$ cat config.mk
export PLATFORM = sky130hd
export DESIGN_NAME = alu_cmd_driver_flat
export DESIGN_NICKNAME = d
export VERILOG_FILES = /design/src/rtl/alu_pkg.sv /design/src/rtl/alu_cmd_driver_if.sv /design/src/rtl/alu_rsp_fifo.sv /design/src/rtl/alu_cmd_driver.sv /design/src/flat_wrapper.sv
export SDC_FILE = /design/constraint.sdc
export NUM_CORES = 1
export LEC_CHECK = 0
export CORE_MARGIN = 2
export CORE_UTILIZATION = 30
export CTS_BUF_LIST = sky130_fd_sc_hd__clkbuf_8
export DETAILED_ROUTE_END_ITERATION = 12
export HOLD_SLACK_MARGIN = 0.12
export PLACE_DENSITY = 0.61
export SLEW_MARGIN = 30
export SYNTH_ARGS = -nofsm -noshare
export SYNTH_HDL_FRONTEND = slang
export SYNTH_SLANG_ARGS = --single-unit
$ cat constraint.sdc
create_clock -name clk -period 2.4 [get_ports clk]
set_input_delay 0.48 -clock clk [delete_from_list [all_inputs] [get_ports clk]]
set_output_delay 0.48 -clock clk [all_outputs]
set_load 0.02 [all_outputs]
$ cat src/rtl/alu_pkg.sv
// -----------------------------------------------------------------------------
// alu_pkg
// Shared definitions for the 4-bit ALU command driver:
//   ALU_W / OP_W / RSP_W : operand, opcode and {extra, out} result widths
//   DEF_TAG_W            : default command/response tag width
//   alu_rsp_t            : one response entry {extra, out, op, tag} at the
//                          default tag width
//   state_t              : driver FSM states
// -----------------------------------------------------------------------------
package alu_pkg;

    localparam int ALU_W     = 4;
    localparam int OP_W      = 2;
    localparam int RSP_W     = ALU_W + 1;
    localparam int DEF_TAG_W = 4;

    typedef struct packed {
        logic                 extra;
        logic [ALU_W-1:0]     out;
        logic [OP_W-1:0]      op;
        logic [DEF_TAG_W-1:0] tag;
    } alu_rsp_t;

    typedef enum logic {
        IDLE,
        WAIT
    } state_t;

endpackage

$ cat src/rtl/alu_cmd_driver_if.sv
// -----------------------------------------------------------------------------
// alu_cmd_driver_if
// Bundles the three buses of the ALU command driver:
//   cmd_*  : valid/ready command stream from the host
//   alu_*  : operand/opcode drive to alu_machine and its result back
//   rsp_*  : valid/ready response stream to the host
// modport master : host/environment view (drives commands, ALU result)
// modport slave  : driver view (alu_cmd_driver)
// -----------------------------------------------------------------------------
interface alu_cmd_driver_if #(
    parameter int TAG_W = alu_pkg::DEF_TAG_W
);
    import alu_pkg::*;

    logic                 cmd_valid;
    logic                 cmd_ready;
    logic [ALU_W-1:0]     cmd_a;
    logic [ALU_W-1:0]     cmd_b;
    logic [OP_W-1:0]      cmd_op;
    logic [TAG_W-1:0]     cmd_tag;

    logic [ALU_W-1:0]     alu_a;
    logic [ALU_W-1:0]     alu_b;
    logic [OP_W-1:0]      alu_op;
    logic [ALU_W-1:0]     alu_out;
    logic                 alu_extra;

    logic                 rsp_valid;
    logic                 rsp_ready;
    logic [RSP_W-1:0]     rsp_data;
    logic [OP_W-1:0]      rsp_op;
    logic [TAG_W-1:0]     rsp_tag;

    modport master (
        output cmd_valid, cmd_a, cmd_b, cmd_op, cmd_tag, rsp_ready, alu_out, alu_extra,
        input  cmd_ready, alu_a, alu_b, alu_op, rsp_valid, rsp_data, rsp_op, rsp_tag
    );

    modport slave (
        input  cmd_valid, cmd_a, cmd_b, cmd_op, cmd_tag, rsp_ready, alu_out, alu_extra,
        output cmd_ready, alu_a, alu_b, alu_op, rsp_valid, rsp_data, rsp_op, rsp_tag
    );

endinterface

$ cat src/rtl/alu_rsp_fifo.sv
// -----------------------------------------------------------------------------
// alu_rsp_fifo
// Synchronous first-word-fall-through FIFO with occupancy count.
//   clk, rst  : clock, synchronous active-high reset
//   push_i    : write data_i (ignored when full)
//   data_i    : write data
//   pop_i     : consume the head entry (ignored when empty)
//   valid_o   : FIFO not empty
//   data_o    : head entry, reads 0 while empty
//   count_o   : number of stored entries
// DEPTH must be a power of two >= 2 so the pointers wrap naturally.
// -----------------------------------------------------------------------------
module alu_rsp_fifo #(
    parameter int DEPTH = 2,
    parameter int WIDTH = 8
) (
    input  logic                     clk,
    input  logic                     rst,
    input  logic                     push_i,
    input  logic [WIDTH-1:0]         data_i,
    input  logic                     pop_i,
    output logic                     valid_o,
    output logic [WIDTH-1:0]         data_o,
    output logic [$clog2(DEPTH):0]   count_o
);

    localparam int AW = $clog2(DEPTH);
    localparam int CW = AW + 1;

    if ((DEPTH < 2) || ((DEPTH & (DEPTH - 1)) != 0)) begin : g_bad_depth
        $error("alu_rsp_fifo: DEPTH must be a power of two >= 2");
    end

    logic [WIDTH-1:0] mem_q [DEPTH];
    logic [AW-1:0]    wr_q;
    logic [AW-1:0]    rd_q;
    logic [CW-1:0]    count_q;
    logic             do_push;
    logic             do_pop;

    assign do_push = push_i && (count_q != CW'(DEPTH));
    assign do_pop  = pop_i && (count_q != '0);

    // NOTE: sequential state uses non-blocking assignments so every register
    // samples pre-edge values regardless of statement order.
    always_ff @(posedge clk) begin
        if (rst) begin
            wr_q    <= '0;
            rd_q    <= '0;
            count_q <= '0;
        end else begin
            if (do_push) wr_q <= wr_q + AW'(1);
            if (do_pop)  rd_q <= rd_q + AW'(1);
            case ({do_push, do_pop})
                2'b10:   count_q <= count_q + CW'(1);
                2'b01:   count_q <= count_q - CW'(1);
                default: count_q <= count_q;
            endcase
        end
    end

    // NOTE: storage is not reset; entries are only visible through valid_o,
    // and the output mux below forces zero while the FIFO is empty.
    always_ff @(posedge clk) begin
        if (do_push) mem_q[wr_q] <= data_i;
    end

    assign valid_o = (count_q != '0);
    assign data_o  = valid_o ? mem_q[rd_q] : '0;
    assign count_o = count_q;

endmodule

$ cat src/rtl/alu_cmd_driver.sv
// -----------------------------------------------------------------------------
// alu_cmd_driver
// Initiator for the combinational 4-bit alu_machine. Accepts one command at a
// time, holds the operands on alu_* for SETTLE_CYCLES cycles, samples
// {alu_extra, alu_out} and queues it with opcode and tag in a response FIFO.
//   clk, rst       : clock, synchronous active-high reset
//   bus (slave)    : cmd_* stream in, alu_* drive/result, rsp_* stream out
//   busy_o         : a command is in flight (WAIT)
//   done_count_o   : completed operations, saturating
//   extra_count_o  : completed operations with extra=1, saturating
// A command is accepted only when a FIFO slot is free, so pushes never drop.
// -----------------------------------------------------------------------------
module alu_cmd_driver
    import alu_pkg::*;
#(
    parameter int SETTLE_CYCLES = 1,
    parameter int RSP_DEPTH     = 2,
    parameter int TAG_W         = DEF_TAG_W
) (
    input  logic        clk,
    input  logic        rst,
    alu_cmd_driver_if.slave bus,
    output logic        busy_o,
    output logic [15:0] done_count_o,
    output logic [15:0] extra_count_o
);

    localparam int CW = $clog2(RSP_DEPTH) + 1;
    // settle counter only has to hold SETTLE_CYCLES-1
    localparam int SW = (SETTLE_CYCLES > 1) ? $clog2(SETTLE_CYCLES) : 1;

    if (SETTLE_CYCLES < 1) begin : g_bad_settle
        $error("alu_cmd_driver: SETTLE_CYCLES must be >= 1");
    end

    typedef struct packed {
        logic             extra;
        logic [ALU_W-1:0] out;
        logic [OP_W-1:0]  op;
        logic [TAG_W-1:0] tag;
    } rsp_t;

    state_t           state_q;
    logic [SW-1:0]    settle_q;
    logic [ALU_W-1:0] alu_a_q;
    logic [ALU_W-1:0] alu_b_q;
    logic [OP_W-1:0]  alu_op_q;
    logic [TAG_W-1:0] tag_q;
    logic [15:0]      done_q;
    logic [15:0]      extra_q;

    logic             cmd_ready;
    logic             accept;
    logic             push;
    rsp_t             push_data;
    rsp_t             pop_data;
    logic             fifo_valid;
    logic [CW-1:0]    fifo_count;

    // NOTE: every always_comb output is assigned on every path (here
    // unconditionally) so no latch is inferred.
    always_comb begin
        cmd_ready = (state_q == IDLE) && (fifo_count < CW'(RSP_DEPTH));
        accept    = cmd_ready && bus.cmd_valid;
        push      = (state_q == WAIT) && (settle_q == '0);
        push_data = '{extra: bus.alu_extra, out: bus.alu_out, op: alu_op_q, tag: tag_q};
    end

    always_ff @(posedge clk) begin
        if (rst) begin
            state_q  <= IDLE;
            settle_q <= '0;
            alu_a_q  <= '0;
            alu_b_q  <= '0;
            alu_op_q <= '0;
            tag_q    <= '0;
            done_q   <= '0;
            extra_q  <= '0;
        end else begin
            case (state_q)
                IDLE: begin
                    if (accept) begin
                        alu_a_q  <= bus.cmd_a;
                        alu_b_q  <= bus.cmd_b;
                        alu_op_q <= bus.cmd_op;
                        tag_q    <= bus.cmd_tag;
                        settle_q <= SW'(SETTLE_CYCLES - 1);
                        state_q  <= WAIT;
                    end
                end
                WAIT: begin
                    if (settle_q != '0) begin
                        settle_q <= settle_q - SW'(1);
                    end else begin
                        // result sampled this edge; the FIFO push is 'push'
                        state_q <= IDLE;
                        if (done_q != '1) done_q <= done_q + 16'd1;
                        if (bus.alu_extra && (extra_q != '1)) extra_q <= extra_q + 16'd1;
                    end
                end
                default: state_q <= IDLE;
            endcase
        end
    end

    alu_rsp_fifo #(
        .DEPTH (RSP_DEPTH),
        .WIDTH ($bits(rsp_t))
    ) u_fifo (
        .clk     (clk),
        .rst     (rst),
        .push_i  (push),
        .data_i  (push_data),
        .pop_i   (bus.rsp_ready),
        .valid_o (fifo_valid),
        .data_o  (pop_data),
        .count_o (fifo_count)
    );

    assign bus.cmd_ready = cmd_ready;
    assign bus.alu_a     = alu_a_q;
    assign bus.alu_b     = alu_b_q;
    assign bus.alu_op    = alu_op_q;
    assign bus.rsp_valid = fifo_valid;
    assign bus.rsp_data  = {pop_data.extra, pop_data.out};
    assign bus.rsp_op    = pop_data.op;
    assign bus.rsp_tag   = pop_data.tag;

    assign busy_o        = (state_q == WAIT);
    assign done_count_o  = done_q;
    assign extra_count_o = extra_q;

endmodule

$ cat src/flat_wrapper.sv
// flat-port wrapper written by rule: the top's interface ports become plain ports
module alu_cmd_driver_flat import alu_pkg::*;
#(
    parameter int SETTLE_CYCLES = 1,
    parameter int RSP_DEPTH     = 2,
    parameter int TAG_W         = DEF_TAG_W
)
  (clk, rst, busy_o, done_count_o, extra_count_o, bus_cmd_valid, bus_cmd_a, bus_cmd_b, bus_cmd_op, bus_cmd_tag, bus_rsp_ready, bus_alu_out, bus_alu_extra, bus_cmd_ready, bus_alu_a, bus_alu_b, bus_alu_op, bus_rsp_valid, bus_rsp_data, bus_rsp_op, bus_rsp_tag);
  alu_cmd_driver_if #(.TAG_W(TAG_W)) bus_i ();
  input  logic clk;
  input  logic rst;
  output logic busy_o;
  output logic [15:0] done_count_o;
  output logic [15:0] extra_count_o;
  input wire logic [$bits(bus_i.cmd_valid)-1:0] bus_cmd_valid;
  input wire logic [$bits(bus_i.cmd_a)-1:0] bus_cmd_a;
  input wire logic [$bits(bus_i.cmd_b)-1:0] bus_cmd_b;
  input wire logic [$bits(bus_i.cmd_op)-1:0] bus_cmd_op;
  input wire logic [$bits(bus_i.cmd_tag)-1:0] bus_cmd_tag;
  input wire logic [$bits(bus_i.rsp_ready)-1:0] bus_rsp_ready;
  input wire logic [$bits(bus_i.alu_out)-1:0] bus_alu_out;
  input wire logic [$bits(bus_i.alu_extra)-1:0] bus_alu_extra;
  output wire logic [$bits(bus_i.cmd_ready)-1:0] bus_cmd_ready;
  output wire logic [$bits(bus_i.alu_a)-1:0] bus_alu_a;
  output wire logic [$bits(bus_i.alu_b)-1:0] bus_alu_b;
  output wire logic [$bits(bus_i.alu_op)-1:0] bus_alu_op;
  output wire logic [$bits(bus_i.rsp_valid)-1:0] bus_rsp_valid;
  output wire logic [$bits(bus_i.rsp_data)-1:0] bus_rsp_data;
  output wire logic [$bits(bus_i.rsp_op)-1:0] bus_rsp_op;
  output wire logic [$bits(bus_i.rsp_tag)-1:0] bus_rsp_tag;
  assign bus_i.cmd_valid = bus_cmd_valid;
  assign bus_i.cmd_a = bus_cmd_a;
  assign bus_i.cmd_b = bus_cmd_b;
  assign bus_i.cmd_op = bus_cmd_op;
  assign bus_i.cmd_tag = bus_cmd_tag;
  assign bus_i.rsp_ready = bus_rsp_ready;
  assign bus_i.alu_out = bus_alu_out;
  assign bus_i.alu_extra = bus_alu_extra;
  assign bus_cmd_ready = bus_i.cmd_ready;
  assign bus_alu_a = bus_i.alu_a;
  assign bus_alu_b = bus_i.alu_b;
  assign bus_alu_op = bus_i.alu_op;
  assign bus_rsp_valid = bus_i.rsp_valid;
  assign bus_rsp_data = bus_i.rsp_data;
  assign bus_rsp_op = bus_i.rsp_op;
  assign bus_rsp_tag = bus_i.rsp_tag;
  alu_cmd_driver #(.SETTLE_CYCLES(SETTLE_CYCLES), .RSP_DEPTH(RSP_DEPTH), .TAG_W(TAG_W)) u_core (.clk(clk), .rst(rst), .bus(bus_i), .busy_o(busy_o), .done_count_o(done_count_o), .extra_count_o(extra_count_o));
endmodule
==> impl_results.md, run 1 <==
* Clock Sinks at 74
* Avg Synthesized Cell Area at 10.2 µm²
* Synth warn at 0
* Setup Skew at 0.0145 ns
* CTS Buf Count at 9
* Pwr dens at 742 nW/µm²
* Leakage at 1.54 nW
* Core Rows at 38
* Max stage delay cell, worst path: clkdlybuf4s50_1
* Netlist cell types at 49
* Reg-to-Reg End: u_core.extra_count_o[9]
* H-tree depth at 3
* Worst EP arrival at 1.78 ns
* Placer Congestion at 0.795
* Number of buffers and inverters on the critical path at 2
* Min cycle time layout at 2.26 ns
* Hold WC Path Type: register to register
* # diodes at 0
* 1st-pass router iterations at 6
* RR Startpoint: u_core.extra_count_o[1]
* Final Setup Violations at 0
* Post-Syn Instances at 330
* R2r setup slk at 0.40 ns
* Initial Util at 0.308
* Die footprint at 12000 µm²
* EDFF count, synth at 22
* DPL Wire Length at 5760 µm
* Vias per std cell at 5.01
* Pin count of the biggest net entering global routing at 24
* R2r worst-path depth at 6
* Non-filler cells, final at 560
* Min-delay src: u_core.tag_q[2]
* RSZ-0062 raised after global routing: false
* DP Cell Count at 544
* Critical path class: register to output pin
* First-pass GRT wire length at 13200 µm
* CP top delay family: buffers and inverters
* Setup bufs post-CTS at 0
* Buffers on Ports at 78
* Slew at the pin closest to its max-slew limit at 0.591 ns
* Initial antenna violation count at 0
* WP data required at 1.92 ns
* Area grow syn2layout at 35.2%
* Die W at 110 µm
* Netlist Area Pre-Place at 3350 µm²
* Setup TNS at 0 ns
* Fmax at 443 MHz
* Post-CTS Hold Buffers at 0
* Slowest stage delay, CP at 0.55 ns
* DRC Markers at 0
* Hold Path Stages at 0
* Ys flop type: dfxtp_1
* Fin worst setup slack at 0.144 ns
* Slew headroom at 0.602
* Clock Tree Root: clkbuf_8
* Maxcap violations at 0
* Part of the cycle the worst path needs at 0.940
* Post-Synth XOR/XNOR Area at 0.0131
* Worst path cell trace: buf_4 > mux2i_1 > nor2_1 > clkdlybuf4s50_1
* 1st-iter DRT viols at 76
* Critical path fanouts, max at 10
* Antenna-violating nets left at 0
* Die Ht at 110 µm
* Final hold vios at 0
* Maximum clock path buffer count at 2
* Total GRT Usage at 0.142
* Total Wirelength at 8200 µm
* Status: finished clean
* Max IR drop VDD at 322 µV
* Hold Path Sink: u_core.u_fifo.mem_q[0][2]
* Post-Synth Simple-Gate Area at 0.258
* Core Region at 10900 µm²
* Post-Synth Adder-Cell Area at 0.0112
* Clk_lat worst skew at 0.35 ns
* Final Max Tran Viols at 0
* Worst setup EP type: output pin
* WL/cell at 14.6 µm
* Synth Register Bits at 74
* Mapped Nets at 356
* Tot Pwr at 0.00336 W
* Compound-cell area share of the yosys netlist at 0.127
* Setup WS pre-CTS at 0.193 ns
* Register area share after synthesis at 0.507
* Fraction of registers with async set/reset at 0
* Largest family of logic cells by synthesized area: simple AND/OR/NAND/NOR gates
* Ports at 79
* GRT Residual Overflow at 0
* Fill cell count at 1090
* Clock slew at reported path FFs at 0.08 ns
* Vias in the first global route at 2728
* Mux contribution to synthesized area at 0.0556
* Critical path startpoint category: register
* Layout cell share with drive strength beyond 1 at 0.119
* CTS tree: yes
* Vias at 2807
* Nets@finish at 441
[metal layers]
metal,vias up,track usage,part of all wire
met2,61,0.223,0.46
met1,1339,0.183,0.49
met4,0,0.0651,0.012
met5,-,0,0
met3,11,0.0344,0.043
li1,1396,-,-
[cells in the final DEF (no fill, tap or decap), types with 9 or more instances in the layout]
cell	instances
or4_1	10
a21oi_1	39
o31ai_1	10
dfxtp_1	52
buf_4	10
clkbuf_8	9
nand3_1	10
o21ai_0	9
mux2i_1	13
nand2_1	39
clkdlybuf4s50_1	77
edfxtp_1	22
nor2_1	32
[power by group]
group	total (W)	leakage, nW	internal [W]	switching, W
logic	0.000833	0.810	0.000374	0.000459
registers	0.00144	0.626	0.00138	0.0000576
clock network	0.00109	0.106	0.000592	0.000496
[worst register-to-register path, stage by stage, from the launching register on]
cell     delay [ns]
dfxtp_1        0.41
ha_1           0.23
nand3_2        0.23
o41ai_2        0.57
buf_4          0.25
or4_1          0.12
a21oi_1        0.05
[kinds of logic (layout without fill, tap and decap cells)]
kind of cell / count (synthesis) / in the layout
compound gates: 67 / 67
xor+xnor: 5 / 5
fa+ha+maj: 3 / 3
buf+inv: 19 / 109
flops: 74 / 74
mux: 18 / 18
simple gates: 144 / 144
[metrics by stage]
step           area [µm²]   util  hold WS, ns
6_report             4530  0.416        0.460
5_1_grt              4530  0.416        0.488
4_1_cts              4530  0.416        0.460
3_5_place_dp         4310  0.396        0.439
3_3_place_gp         4310  0.396        0.429
2_1_floorplan        3350      -        0.425
[cell usage after synthesis, drive strengths merged (3+ instances only)]
cell type  instances  area share
clkbuf             5      0.0056
o21ai             10       0.015
nor3               4      0.0075
mux2               5       0.017
o31ai             10       0.022
inv                5      0.0056
nor2              33       0.037
buf                9       0.016
nor2b              6       0.011
nand3             12       0.021
or3                8       0.015
nand2             39       0.044
a21oi             39       0.058
ha                 3       0.011
edfxtp            22        0.20
or4               11       0.026
xnor2              3      0.0078
dfxtp             52        0.31
nor4               9       0.026
o41ai              5       0.021
mux2i             13       0.039
and3               3      0.0075
nand4             11       0.045
and4               3      0.0086
[worst max-delay path by stage]
stage	from	endpoint	slack, ns	cells after the start
after detailed placement	bus_alu_extra	u_core.extra_count_o[14]	0.19	5
after global placement	bus_alu_extra	u_core.extra_count_o[15]	0.26	5
after floorplan	u_core.extra_count_o[0]	u_core.extra_count_o[2]	0.45	5
after global routing	register	bus_rsp_tag[2]	0.0002	4
final	register	bus_rsp_data[1]	0.14	4
after CTS	register	bus_rsp_tag[2]	0.11	4
[timing repair]
action | CTS | global route
endpoints found under the hold margin | 0 | 0
endpoints found under the setup margin | 12 | 0
gates resized for setup | 1 | 0
[layout make-up]
cell class	count	area, µm²	area share
Inverter	5	18.8	0.00414
Clock buffer	9	124	0.0273
Clock inverter	7	101	0.0224
Multi-Input combinational cell	237	1560	0.345
Tap cell	140	175	0.0386
Timing Repair Buffer	88	851	0.188
Sequential cell	74	1700	0.375
[state kept, by name, indices dropped and copies added (netlist names), named ones only]
register / count
u_core.u_fifo.count_o: 2
u_core.u_fifo.wr_q: 1
u_core.bus.alu_op: 2
u_core.busy_o: 1
u_core.done_count_o: 16
u_core.bus.alu_a: 4
u_core.tag_q: 4
u_core.u_fifo.mem_q: 22
u_core.bus.alu_b: 4
u_core.extra_count_o: 16
u_core.u_fifo.rd_q: 1
Note: power is estimated with default switching activity, not from simulation.
==> run 2: changes to the inputs <==
CORE_UTILIZATION = 45   (was 30)
PLACE_DENSITY = 0.81   (was 0.61)
==> run 2 against run 1 <==
Setup slack lost 0.0036 ns. Clock skew shrank 0.0032 ns. Clock power shrank 19%. Sequential share of layout area grew 0.97 points. Global-route usage grew 4.7 points. Register-to-register slack gained 0.04 ns. Critical path depth is the same. First-iteration DRC count grew 100%. Maximum frequency shrank 0.16%.
==> impl_results.md, run 2 (same netlist as run 1, synthesis figures left out) <==
* Maxcap violations at 0
* Vias at 2813
* Status: finished clean
* Worst hold slack at 0.454 ns
* Ports at 79
* Core Rows at 31
* Buffers on Ports at 78
* Critical path startpoint category: register
* WP data required at 1.92 ns
* GRT Residual Overflow at 0
* 1st-iter DRT viols at 152
* Antenna-violating nets left at 0
* DPL Wire Length at 5490 µm
* RR Startpoint: u_core.u_fifo.count_o[1]
* Non-filler cells, final at 515
* Commonest cells after routing, fill and taps aside: 77 x clkdlybuf4s50_1, 51 x dfxtp_1, 39 x a21oi_1, 39 x nand2_1, 30 x nor2_1
* Leakage at 1.50 nW
* Min cycle time layout at 2.26 ns
* Pwr dens at 715 nW/µm²
* Max stage delay cell, worst path: clkdlybuf4s50_1
* CTS Buf Count at 9
* Worst setup EP type: output pin
* Worst EP arrival at 1.78 ns
* CTS tree: yes
* Slew at the pin closest to its max-slew limit at 0.729 ns
* GRT busiest layer: met2
* Clock Tree Root: clkbuf_8
* Clock Sinks at 74
* Post-route cell area at 4420 µm²
* Critical path fanouts, max at 7
* Layout cell share with drive strength beyond 1 at 0.118
* Die W at 90.3 µm
* CP top delay family: buffers and inverters
* Vias in the first global route at 2761
* Reg with most FFs: u_core.u_fifo.mem_q
* Final hold vios at 0
* Placer Congestion at 0.898
* H-tree depth at 3
* Commonest non-fill, non-tap cell in the layout: clkdlybuf4s50_1
* Core Region at 7250 µm²
* Number of buffers and inverters on the critical path at 2
* Total GRT Usage at 0.189
* Core Util, Final at 0.610
* DP Cell Count at 499
* Setup TNS at 0 ns
* Clk_lat worst skew at 0.34 ns
* Die Ht at 90.3 µm
* Final Max Tran Viols at 0
* Die footprint at 8160 µm²
* First-pass GRT wire length at 12700 µm
* Area grow syn2layout at 31.9%
* Vias per std cell at 5.46
* Setup Skew at 0.0113 ns
* Setup bufs post-CTS at 0
* Hold WC Path Type: register to register
* Slew headroom at 0.514
* # diodes at 0
* Slowest stage delay, CP at 0.55 ns
* Critical Path Stages at 4
* Met2 Resource Use GR at 0.325
* Pin count of the biggest net entering global routing at 23
* DRC Markers at 0
* Max FFs per register at 22
* Clock slew at reported path FFs at 0.08 ns
* Initial antenna violation count at 0
* Placed cell areas at 4230 µm²
* Final Setup Violations at 0
* Maximum clock path buffer count at 2
* WL/cell at 14.8 µm
* Worst Setup EP: bus_rsp_data[1]
* Part of the cycle the worst path needs at 0.941
* Routing usage on met1 at 0.232
* Reg-to-Reg End: u_core.u_fifo.count_o[1]
* Post-CTS Resized at 2
* RSZ-0062 raised after global routing: false
* R2r worst-path depth at 5
* R2r setup slk at 0.44 ns
* Fill cell count at 613
* Initial Util at 0.462
* 1st-pass router iterations at 4
* Worst path cell trace: buf_4 > mux2i_1 > nor2_1 > clkdlybuf4s50_1
* Global Route met3 Usage at 0.0359
* Total Wirelength at 7640 µm
* Max IR drop VDD at 301 µV
* Critical path class: register to output pin
* Nets@finish at 437
* Fmax at 443 MHz
* Post-CTS Hold Buffers at 0
## run 2: cell types whose count changed in the layout (fill, tap and decap cells not counted), sizes merged
cell,before,now
buf,11,7
bufinv,2,0
clkinv,2,1
clkinvlp,2,3
inv,6,8
## run 2: area by class of cell
cell class / count / area (µm²) / area share
clock buffers: 9 / 124 / 0.0280
well taps: 99 / 124 / 0.0280
inverters: 5 / 18.8 / 0.00424
clock inverters: 7 / 60.1 / 0.0136
repair buffers: 84 / 821 / 0.186
flip-flops and latches: 74 / 1700 / 0.385
multi-input cells: 237 / 1570 / 0.356
## run 2: worst register-to-register path: stages, from the launching register on
cell and delay, ns:
dfxtp_1 0.43, inv_1 0.06, o21ai_0 0.51, ha_1 0.37, or3_1 0.38, a21oi_1 0.14
## run 2: worst min-delay path by stage
stage | start | end | depth (start not counted)
after floorplan | u_core.tag_q[0] | u_core.u_fifo.mem_q[0][0] | 0
after global placement | u_core.tag_q[2] | u_core.u_fifo.mem_q[0][2] | 0
after detailed placement | u_core.bus.alu_a[0] | u_core.bus.alu_a[0] | 2
after CTS | u_core.bus.alu_a[0] | u_core.bus.alu_a[0] | 2
after global routing | u_core.bus.alu_a[0] | u_core.bus.alu_a[0] | 2
final | u_core.bus.alu_a[0] | u_core.bus.alu_a[0] | 2
## run 2: power breakdown
| part | total, W | switching (W) | internal (W) |
|---|---|---|---|
| Sequential | 0.00146 | 0.0000746 | 0.00139 |
| Clock | 0.000885 | 0.000494 | 0.000391 |
| Combinational | 0.000814 | 0.000445 | 0.000369 |
## run 2: layer usage
metal,vias to the layer above,share of wire,wire [µm]
met1,1327,0.43,3260
met4,0,0.014,104
met5,-,0,0
met3,14,0.042,321
li1,1394,-,-
met2,78,0.52,3950
## run 2: metrics by stage
stage,setup WS [ns],total power [W]
detailed placement,0.193,0.00230
global placement,0.273,0.00226
finish,0.141,0.00316
global route,0.0154,0.00333
floorplan,0.446,0.00195
CTS,0.0651,0.00319
